$ cat config.mk
export PLATFORM = sky130hd
export DESIGN_NAME = vector_sequencer
export DESIGN_NICKNAME = d
export VERILOG_FILES = /design/src/rtl/vector_sequencer.sv
export SDC_FILE = /design/constraint.sdc
export NUM_CORES = 1
export LEC_CHECK = 0
export CAP_MARGIN = 20
export CORE_MARGIN = 2
export CORE_UTILIZATION = 30
export CTS_CLUSTER_DIAMETER = 30
export DETAILED_ROUTE_END_ITERATION = 7
export PLACE_DENSITY_LB_ADDON = 0.25
export SLEW_MARGIN = 20
export SYNTH_ARGS = -nofsm -noshare
export SYNTH_HDL_FRONTEND = slang
export SYNTH_SLANG_ARGS = --single-unit
$ cat constraint.sdc
create_clock -name clock -period 3.5 [get_ports clock]
set_clock_uncertainty 0.1 [all_clocks]
set_input_delay 0.525 -clock clock [delete_from_list [all_inputs] [get_ports clock]]
set_output_delay 0.525 -clock clock [all_outputs]
set_load 0.1 [all_outputs]
$ cat src/rtl/vector_sequencer.sv
// Pops {last, cycles, data} vectors and drives each on the selected mosi lane for cycles+1 clocks, writing sampled miso to the result FIFO.
// Optional build macro VEC_SEQ_STATS_EN adds saturating vec_count / stall_count outputs.
module vector_sequencer #(
    parameter int STF_WIDTH   = 24,
    parameter int RTF_WIDTH   = 24,
    parameter int CYCLE_RANGE = 5,
    parameter int NUM_TARGETS = 4,
    parameter int DSEL_WIDTH  = 5
) (
    input  logic                               clock,
    input  logic                               reset_n,
    input  logic                               enable,
    input  logic                               start,
    input  logic                               capture_all,
    input  logic [DSEL_WIDTH-1:0]              target_sel,
    output logic                               busy,
    output logic                               done,
    output logic                               error,
    input  logic [STF_WIDTH+CYCLE_RANGE:0]     sfifo_data,
    output logic                               sfifo_rdreq,
    input  logic                               sfifo_rdempty,
    output logic [RTF_WIDTH-1:0]               rfifo_data,
    output logic                               rfifo_wrreq,
    input  logic                               rfifo_wrfull,
    output logic [NUM_TARGETS*STF_WIDTH-1:0]   mosi,
    input  logic [NUM_TARGETS*RTF_WIDTH-1:0]   miso
`ifdef VEC_SEQ_STATS_EN
    ,
    output logic [15:0]                        vec_count,
    output logic [15:0]                        stall_count
`endif
);
    typedef enum logic [1:0] {IDLE, FETCH, APPLY, DONE} state_t;

    localparam logic [DSEL_WIDTH:0] NUM_TGT = (DSEL_WIDTH+1)'(NUM_TARGETS);

    state_t                 state_q, state_d;
    logic [DSEL_WIDTH-1:0]  sel_q, sel_d;
    logic                   mode_q, mode_d;
    logic                   last_q, last_d;
    logic                   error_q, error_d;
    logic                   wrreq_q, wrreq_d;
    logic [STF_WIDTH-1:0]   vec_q, vec_d;
    logic [CYCLE_RANGE-1:0] cnt_q, cnt_d;
    logic [RTF_WIDTH-1:0]   rdata_q, rdata_d;
    logic [RTF_WIDTH-1:0]   miso_sel;
    logic                   cap_pt;

    always_comb begin
        miso_sel = '0;
        for (int k = 0; k < NUM_TARGETS; k++)
            if (sel_q == DSEL_WIDTH'(k)) miso_sel = miso[k*RTF_WIDTH +: RTF_WIDTH];
    end

    // The lane keeps showing the last vector while FETCH waits for the next one.
    always_comb begin
        mosi = '0;
        if (state_q == FETCH || state_q == APPLY)
            for (int k = 0; k < NUM_TARGETS; k++)
                if (sel_q == DSEL_WIDTH'(k)) mosi[k*STF_WIDTH +: STF_WIDTH] = vec_q;
    end

    assign cap_pt      = mode_q | (cnt_q == '0);
    assign busy        = (state_q == FETCH) || (state_q == APPLY);
    assign done        = (state_q == DONE);
    assign error       = error_q;
    assign rfifo_data  = rdata_q;
    assign rfifo_wrreq = wrreq_q;

    always_comb begin
        state_d     = state_q;
        sel_d       = sel_q;
        mode_d      = mode_q;
        last_d      = last_q;
        error_d     = error_q;
        vec_d       = vec_q;
        cnt_d       = cnt_q;
        rdata_d     = rdata_q;
        wrreq_d     = 1'b0;
        sfifo_rdreq = 1'b0;
        if (!enable) begin
            state_d = IDLE;
        end else begin
            case (state_q)
                IDLE: if (start) begin
                    sel_d   = target_sel;
                    mode_d  = capture_all;
                    vec_d   = '0;
                    error_d = ({1'b0, target_sel} >= NUM_TGT);
                    state_d = ({1'b0, target_sel} >= NUM_TGT) ? DONE : FETCH;
                end
                FETCH: if (!sfifo_rdempty) begin
                    sfifo_rdreq = 1'b1;
                    vec_d       = sfifo_data[STF_WIDTH-1:0];
                    cnt_d       = sfifo_data[STF_WIDTH +: CYCLE_RANGE];
                    last_d      = sfifo_data[STF_WIDTH+CYCLE_RANGE];
                    state_d     = APPLY;
                end
                APPLY: begin
                    if (!cap_pt) begin
                        cnt_d = cnt_q - 1'b1;
                    end else if (!rfifo_wrfull) begin
                        wrreq_d = 1'b1;
                        rdata_d = miso_sel;
                        if (cnt_q == '0) state_d = last_q ? DONE : FETCH;
                        else             cnt_d   = cnt_q - 1'b1;
                    end
                end
                default: state_d = IDLE;
            endcase
        end
    end

    always_ff @(posedge clock or negedge reset_n) begin
        if (!reset_n) begin
            state_q <= IDLE;
            sel_q   <= '0;
            mode_q  <= 1'b0;
            last_q  <= 1'b0;
            error_q <= 1'b0;
            wrreq_q <= 1'b0;
            vec_q   <= '0;
            cnt_q   <= '0;
            rdata_q <= '0;
        end else begin
            state_q <= state_d;
            sel_q   <= sel_d;
            mode_q  <= mode_d;
            last_q  <= last_d;
            error_q <= error_d;
            wrreq_q <= wrreq_d;
            vec_q   <= vec_d;
            cnt_q   <= cnt_d;
            rdata_q <= rdata_d;
        end
    end

`ifdef VEC_SEQ_STATS_EN
    logic [15:0] vcnt_q, scnt_q;
    logic        start_ok, stall_cyc, retire;

    assign start_ok  = enable && (state_q == IDLE) && start;
    assign stall_cyc = enable && (state_q == APPLY) && cap_pt && rfifo_wrfull;
    assign retire    = enable && (state_q == APPLY) && (cnt_q == '0) && !rfifo_wrfull;

    always_ff @(posedge clock or negedge reset_n) begin
        if (!reset_n) begin
            vcnt_q <= '0;
            scnt_q <= '0;
        end else if (start_ok) begin
            vcnt_q <= '0;
            scnt_q <= '0;
        end else begin
            if (retire && vcnt_q != 16'hFFFF)    vcnt_q <= vcnt_q + 16'd1;
            if (stall_cyc && scnt_q != 16'hFFFF) scnt_q <= scnt_q + 16'd1;
        end
    end

    assign vec_count   = vcnt_q;
    assign stall_count = scnt_q;
`endif

endmodule
---- Word-level counts from Yosys, hierarchy flattened ----
Index checks and enable logic that the tools add are counted.
word-level totals
  bits in latches ......................... 0
  memories kept ........................... 0
  logic and storage cells ................. 74
  register bits after elaboration ......... 64
  ROM bits ................................ 0
  RAM bits ................................ 0
operators by class
  muxes and demuxes ....................... 33
  add/subtract/negate cells ............... 1
  order comparisons ....................... 1
  equality and inequality tests ........... 15
  $mul .................................... 0
  reductions and logical operators ........ 12
  shifts and indexed selects .............. 0
  bitwise gates (word level) .............. 3
  divide/modulo/power cells ............... 0
operator list
  cell                   count
  $mux W24               10
  $mux W96               1
  $pmux W24 S2           1
  $mux W5                4
  $ne A3 B3 Y1 const B   6
  $mux W2                8
  $eq A5 B2 Y1 const B   2
  $logic_not A5 Y1       2
  $pmux W5 S2            1
  $reduce_and A5 Y1      2
  $reduce_and A4 Y1      2
  $mux W1                7
  $pmux W2 S3            1
  $reduce_and A3 Y1      2
  $eq A5 B1 Y1 const B   1
  $ge A5 B3 Y1 const B   1
  $sub A5 B1 Y5 const B  1
  $eq A2 B2 Y1 const B   2
  $ne A2 B2 Y1 const B   2
  $reduce_bool A2 Y1     2
  $ne A3 B2 Y1 const B   1
  $eq A2 B1 Y1 const B   1
  $logic_not A2 Y1       1
  $not A1 Y1             2
  2 further kinds        2

---- Longest topological paths before layout ----
Gate-level depths: netlist of the first run.
  word-level depth ........................ 6
  mapped depth ............................ 9
  depth with buffers taken out ............ 6

---- Worst setup path before layout of the first run ----
OpenSTA, ideal clock, no wires.
  path kind ............................... register to output
  from .................................... register state_q[0]
  to ...................................... output mosi[33]
  arrival time ............................ 3.288 ns
  cell stages (with the launch flop) ...... 7
  path slack .............................. -0.413 ns
  path through ............................ dfrtp_1 -> inv_1 -> ha_1 -> clkbuf_1 -> clkbuf_1 -> nand2_1 -> nor2_1
on the way
  longest elaborated chain between the ends .. 3
  elaborated cells on any way between the ends .. 4
  those cells by class .................... eq/ne: 2; mux: 1; reduce/logical: 1
RTL lines
  element                                              RTL line  text
  start, declared                                      37        state_t state_q, state_d;
  start signal, assigned                               126       state_q <= state_d;
  $eq A2 B1 Y1 / $eq A2 B2 Y1 (equally long branches)  --
  $logic_or A1 B1 Y1 (*)                               --
  net busy                                             16        output logic busy,
  $mux W96 (*)                                         58        if (state_q == FETCH || state_q == APPLY)
  end, declared                                        25        output logic [NUM_TARGETS*STF_WIDTH-1:0] mosi,
Mark *: on every way through the listed nets, which the timed path passes. The rest lies on a longest branch.

---- Worst setup path after layout of the first run ----
  from .................................... register sel_q[0]
  to ...................................... output mosi[54]
on the way
  longest elaborated chain between the ends .. 3
RTL lines
  element                 RTL line  text
  start, declared         38        logic [DSEL_WIDTH-1:0] sel_q, sel_d;
  start signal, assigned  127       sel_q <= sel_d;
  $eq A5 B2 Y1            60        if (sel_q == DSEL_WIDTH'(k)) mosi[k*STF_WIDTH +: STF_WIDTH] = vec_q;
  $mux W24                60
  $mux W96                58
No other way between the ends.

==> flow_metrics.env, run 1 <==
export IMPL_p_per_area_nw_per_um2=658
export IMPL_overflow=0
export IMPL_first_pass_iters=4
export IMPL_grt_pass1_vias=4488
export IMPL_synth_cells=491
export IMPL_min_path_type="primary input to asynchronous set/reset pin"
export IMPL_post_cts_buffers=0
export IMPL_fin_hold_ws_ps=101
export IMPL_num_antenna_cells=0
export IMPL_synth_nets=634
export IMPL_wl_um=15200
export IMPL_ys_warn_count=0
export IMPL_finalSetupTns_ps=0
export IMPL_cp_end_kind="primary output"
export IMPL_status="complete, no violations"
export IMPL_synth_edff_count=0
export IMPL_syn_area_per_cell_um2=8.02
export IMPL_numCtsBuffers=9
export IMPL_io_pins=263
export IMPL_setup_violations=0
export IMPL_grt_pass1_wl_um=24000
export IMPL_vias_per_cell=4.92
export IMPL_clk_latency_ps=320
export IMPL_num_vias=4463
export IMPL_syn_to_final_growth_pct=104
export IMPL_cts_resized=0
export IMPL_rsz0062_at_grt="false"
export IMPL_nNetsFinal=876
export IMPL_synth_largest_area_cell="dfrtp_1"
export IMPL_hold_viol=0
export IMPL_drc=0
export IMPL_nFillCells=1092
export IMPL_cp_start_kind="flop"
export IMPL_die_area_um2=14100
export IMPL_dpl_cell_area_um2=7720
export IMPL_leakage_nw=3.17
export IMPL_final_area_um2=8020
export IMPL_ys_flop_type="dfrtp_1"
export IMPL_fin_cells=908
export IMPL_clkSinkCount=64
export IMPL_core_um2=12700
export IMPL_syn_area_um2=3940
export IMPL_initial_core_util=0.310
export IMPL_ant_nets=0
export IMPL_synth_distinct_cells=35
export IMPL_worstPathArrival_ps=2540
export IMPL_grt_antenna_before_repair=1
export IMPL_synth_seq_cells=64
export IMPL_async_reset_ff_frac=1.00
export IMPL_die_h_um=119
export IMPL_ctsLongestPathBuffers=2
export IMPL_final_util=0.630
export IMPL_h_tree_depth=3
export IMPL_worstSetupPathType="flop to primary output"
export IMPL_vdd_drop_max_mv=0.490
export IMPL_maxCapViolations=0
export IMPL_cts_root_buf="clkbuf_16"
export IMPL_critPathMaxFanout=24
export IMPL_portBuffers=262
export IMPL_layout_drive_gt1_share=0.230
export IMPL_clk_pin_slew_worst_paths_ps=50
export IMPL_dpl_hpwl_um=12000
export IMPL_required_ps=2870
export IMPL_drtIter0Drc=152
export IMPL_grt_max_degree=51
export IMPL_ctsHoldBuffers=0
export IMPL_fin_crit_sh=0.904
export IMPL_chipWidth_um=119
export IMPL_slew_violations=0
export IMPL_synth_top_cell_area_share=0.407
export IMPL_yosysSeqAreaShare=0.407
export IMPL_max_freq_mhz=316
export IMPL_num_rows=41
export IMPL_dpl_cell_count=893
export IMPL_cts_tree="yes"
export IMPL_synthTopCellsByArea="dfrtp_1 (41%), mux2i_1 (12%), nand2_1 (10%)"
export IMPL_worstMarginPinSlew_ps=1060
export IMPL_gr_usage_all_layers=0.214
export IMPL_min_period_ps=3160
export IMPL_wl_per_cell_um=16.7
export IMPL_gp_congestion=0.861
export IMPL_maxSlewHeadroom=0.291
==> report_power, final <==
part / total (mW) / internal [mW] / switching [mW] / leakage, nW
Clock: 0.820 / 0.529 / 0.291 / 0.135
Combinational: 3.16 / 0.965 / 2.19 / 2.18
Sequential: 1.30 / 1.08 / 0.214 / 0.853
Total: 5.27 / 2.58 / 2.70 / 3.17
==> area by class of cell <==
class / instances / area [µm²] / share of cell area
Timing Repair Buffer: 270 / 3650 / 0.455
Multi-Input combinational cell: 379 / 2240 / 0.280
Sequential cell: 64 / 1600 / 0.200
Clock buffer: 14 / 274 / 0.0342
Tap cell: 172 / 215 / 0.0268
Inverter: 9 / 33.8 / 0.00421
==> logic make-up (layout without fill, tap and decap cells) <==
kind of cell             count (synthesis)  count (layout)  synth area share
buffers and inverters                   48             293            0.0547
multiplexers                            56              56             0.145
AND/OR/NAND/NOR                        226             226             0.228
flip-flops                              64              64             0.407
adder cells (fa/ha/maj)                  5               5            0.0159
AO/OA/AOI/OAI                           92              92             0.150
==> state kept, by name, indices dropped and copies added, names as in the netlist <==
name	count
mode_q	1
sel_q	5
last_q	1
error	1
rfifo_data	24
rfifo_wrreq	1
cnt_q	5
vec_q	24
state_q	2
==> stage by stage <==
step                      power [mW]  setup WS [ps]
after global placement          4.38            677
final                           5.27            337
after floorplan                 3.59           -413
after CTS                       5.29            284
after detailed placement        4.46            665
after global routing            5.56            170
==> cells in the final DEF (no fill, tap or decap) <==
cell type and instances:
nand2_1 107, o32a_1 1, dfrtp_2 1, o2111ai_4 2
buf_2 1, or4b_2 1, nor4b_1 1, and3_1 1
o211a_1 1, a41oi_1 1, clkdlybuf4s50_1 162, buf_12 96
a21oi_1 4, and2_1 1, a31oi_1 1, clkbuf_16 9
nand3_1 4, a21boi_0 1, or2_2 2, nand2b_1 2
inv_1 9, nor3_1 3, a221o_1 3, mux2_2 7
nor2_2 36, buf_16 1, mux2i_1 49, buf_4 10
dfrtp_1 63, or4_1 1, nor2b_1 1, clkbuf_1 2
o21ai_0 53, nor2_1 64, ha_1 5, nor4_1 2
o22a_1 24, o22ai_1 1, clkbuf_8 3
==> cells in the mapped netlist (all sizes together) (2+ instances only) <==
| cell | count |
|---|---|
| mux2 | 7 |
| buf | 15 |
| o21ai | 53 |
| nor2 | 100 |
| nand2 | 107 |
| nand3 | 4 |
| mux2i | 49 |
| nand2b | 2 |
| or2 | 2 |
| clkbuf | 24 |
| nor3 | 3 |
| a21oi | 4 |
| o2111ai | 2 |
| nor4 | 2 |
| ha | 5 |
| dfrtp | 64 |
| o22a | 24 |
| a221o | 3 |
| inv | 9 |
==> critical path: stages, from the launching register on <==
cell     delay, ps
dfrtp_1        390
or4_1          570
inv_1           80
nand2_1        500
nor2_1         440
buf_12         220
==> path summary, 6_finish.rpt <==
| kind | start | end | slack (ps) | cells after the start |
|---|---|---|---|---|
| worst max-delay path | sel_q[0] | mosi[54] | 340 | 5 |
| worst min-delay path | reset_n | rfifo_data[17] | 100 | 1 |
| worst max register to register | state_q[0] | cnt_q[1] | 910 | 6 |
| worst min register to register | vec_q[14] | vec_q[14] | 380 | 2 |
| max in group asynchronous | reset_n | sel_q[1] | 2250 | 2 |
| min in group clock | vec_q[14] | vec_q[14] | 380 | 2 |
==> metal layers <==
| layer | wire length [µm] | GRT usage |
|---|---|---|
| met4 | 433 | 0.0900 |
| met3 | 1250 | 0.0632 |
| met1 | 5970 | 0.249 |
| met5 | 0 | 0 |
| met2 | 7500 | 0.365 |
(Power assumes the default switching activity.)
==> inputs of run 2 (changes only) <==
TNS_END_PERCENT = 20   (was not set)
clock period = 3.6 ns   (was 3.5 ns; I/O delays follow)
==> run 2 against run 1 <==
Compared with the run above: sequential cell count unchanged; sequential power down 3%; combinational power decreased by 4%; non-clock buffer count decreased by 1; utilization shrank 3.0 points; clock power down 5.4%; first-iteration DRC count down 4.6%; total power fell by 4.2%; critical endpoint is now mosi[49].
==> flow_metrics.env, run 2 (synthesis results as in run 1) <==
export IMPL_crit_buf_inv=3
export IMPL_syn_to_final_growth_pct=93.9
export IMPL_worstSetupPathType="flop to primary output"
export IMPL_num_antenna_cells=0
export IMPL_worstPathArrival_ps=2660
export IMPL_fin_crit_sh=0.917
export IMPL_cp_slowest_cell="or4_1"
export IMPL_fin_hold_ws_ps=133
export IMPL_gr_usage_all_layers=0.200
export IMPL_leakage_nw=3.09
export IMPL_grt_pass1_wl_um=22500
export IMPL_grt_antenna_before_repair=0
export IMPL_vdd_drop_max_mv=0.397
export IMPL_wl_per_cell_um=16.0
export IMPL_required_ps=2960
export IMPL_h_tree_depth=3
export IMPL_cts_resized=0
export IMPL_grt_pass1_vias=4270
export IMPL_clk_latency_ps=320
export IMPL_ant_nets=0
export IMPL_numCtsBuffers=9
export IMPL_drc=0
export IMPL_chipWidth_um=119
export IMPL_die_area_um2=14100
export IMPL_critPathMaxFanout=26
export IMPL_status="complete, no violations"
export IMPL_vias_per_cell=4.81
export IMPL_hold_viol=0
export IMPL_maxCapViolations=0
export IMPL_slew_violations=0
export IMPL_cp_start_kind="flop"
export IMPL_maxSlewHeadroom=0.321
export IMPL_clkSinkCount=64
export IMPL_min_path_type="primary input to asynchronous set/reset pin"
export IMPL_dpl_hpwl_um=11500
export IMPL_worstMarginPinSlew_ps=1020
export IMPL_crit_chain="or4_1, buf_4, inv_1, nand2_1, nor2_1, buf_12"
export IMPL_core_um2=12700
export IMPL_final_area_um2=7640
export IMPL_clk_pin_slew_worst_paths_ps=50
export IMPL_num_vias=4366
export IMPL_dpl_cell_area_um2=7370
export IMPL_reg2reg_depth=5
export IMPL_layout_commonest_cell="clkdlybuf4s50_1"
export IMPL_cts_tree="yes"
export IMPL_mostFrequentLayoutCells="clkdlybuf4s50_1 (162), nand2_1 (107), nor2_1 (84)"
export IMPL_nNetsFinal=875
export IMPL_crit_family="simple AND/OR/NAND/NOR gates"
export IMPL_rsz0062_at_grt="false"
export IMPL_wl_um=14500
export IMPL_initial_core_util=0.310
export IMPL_gp_congestion=0.828
export IMPL_nFillCells=1102
export IMPL_ctsLongestPathBuffers=2
export IMPL_drtIter0Drc=145
export IMPL_max_freq_mhz=303
export IMPL_setup_violations=0
export IMPL_ctsHoldBuffers=0
export IMPL_post_cts_buffers=0
export IMPL_max_stage_delay_ps=520
export IMPL_cts_root_buf="clkbuf_16"
export IMPL_num_rows=41
export IMPL_layout_drive_gt1_share=0.200
export IMPL_p_per_area_nw_per_um2=662
export IMPL_overflow=0
export IMPL_portBuffers=262
export IMPL_cp_depth=6
export IMPL_die_h_um=119
export IMPL_grt_max_degree=50
export IMPL_io_pins=263
export IMPL_min_period_ps=3300
export IMPL_cp_end_kind="primary output"
export IMPL_first_pass_iters=5
==> run 2: cell types whose count changed in the layout (fill, tap and decap cells not counted) <==
cell	before	now
buf_2	1	0
nor2_2	36	16
or2_1	0	1
buf_16	1	0
buf_4	10	35
or2_2	2	1
nor2_1	64	84
clkbuf_8	3	2
clkinv_2	0	1
buf_12	96	72
==> run 2: per-stage QoR <==
stage,total power [mW],setup slack [ps],setup TNS (ps),util,cells
after floorplan,3.47,-328,-20450,-,491
after global placement,4.23,696,0,0.579,893
after detailed placement,4.30,646,0,0.579,893
after CTS,5.09,296,0,0.600,907
after global routing,5.33,138,0,0.600,907
final,5.05,299,0,0.600,907
==> run 2: worst paths after layout <==
kind	slack, ps	start	to
worst max-delay path	300	sel_q[0]	mosi[49]
worst min-delay path	130	reset_n	rfifo_data[19]
min in group clock	380	vec_q[3]	vec_q[3]
worst max register to register	1020	state_q[0]	cnt_q[1]
worst min register to register	380	vec_q[3]	vec_q[3]
max in group asynchronous	2550	reset_n	vec_q[18]
==> run 2: area by class of cell <==
| class | count | area (µm²) | share of cell area |
|---|---|---|---|
| sequential | 64 | 1600 | 0.210 |
| inverter | 9 | 33.8 | 0.00442 |
| clock buffer | 13 | 260 | 0.0341 |
| tap | 172 | 215 | 0.0282 |
| clock inverter | 1 | 5.00 | 0.000655 |
| timing repair buffer | 269 | 3330 | 0.436 |
| multi-input combinational | 379 | 2190 | 0.287 |
==> run 2: per-layer routing <==
layer,global-route usage,routed length [µm],part of all wire,up-vias
li1,-,-,-,2128
met1,0.230,5840,0.40,2060
met5,0,0,0,-
met4,0.0521,265,0.018,0
met3,0.0550,910,0.063,20
met2,0.362,7450,0.51,158
==> run 2: power by group <==
group	leakage (nW)	switching, mW	internal [mW]
Combinational	2.11	2.11	0.913
Sequential	0.853	0.204	1.05
Clock	0.132	0.282	0.494
==> inputs of run 3 (changes only) <==
CTS_CLUSTER_DIAMETER = not set   (was 30)
==> results of run 3 <==
The final DEF is identical to that of run 2; final timing and power are the same.
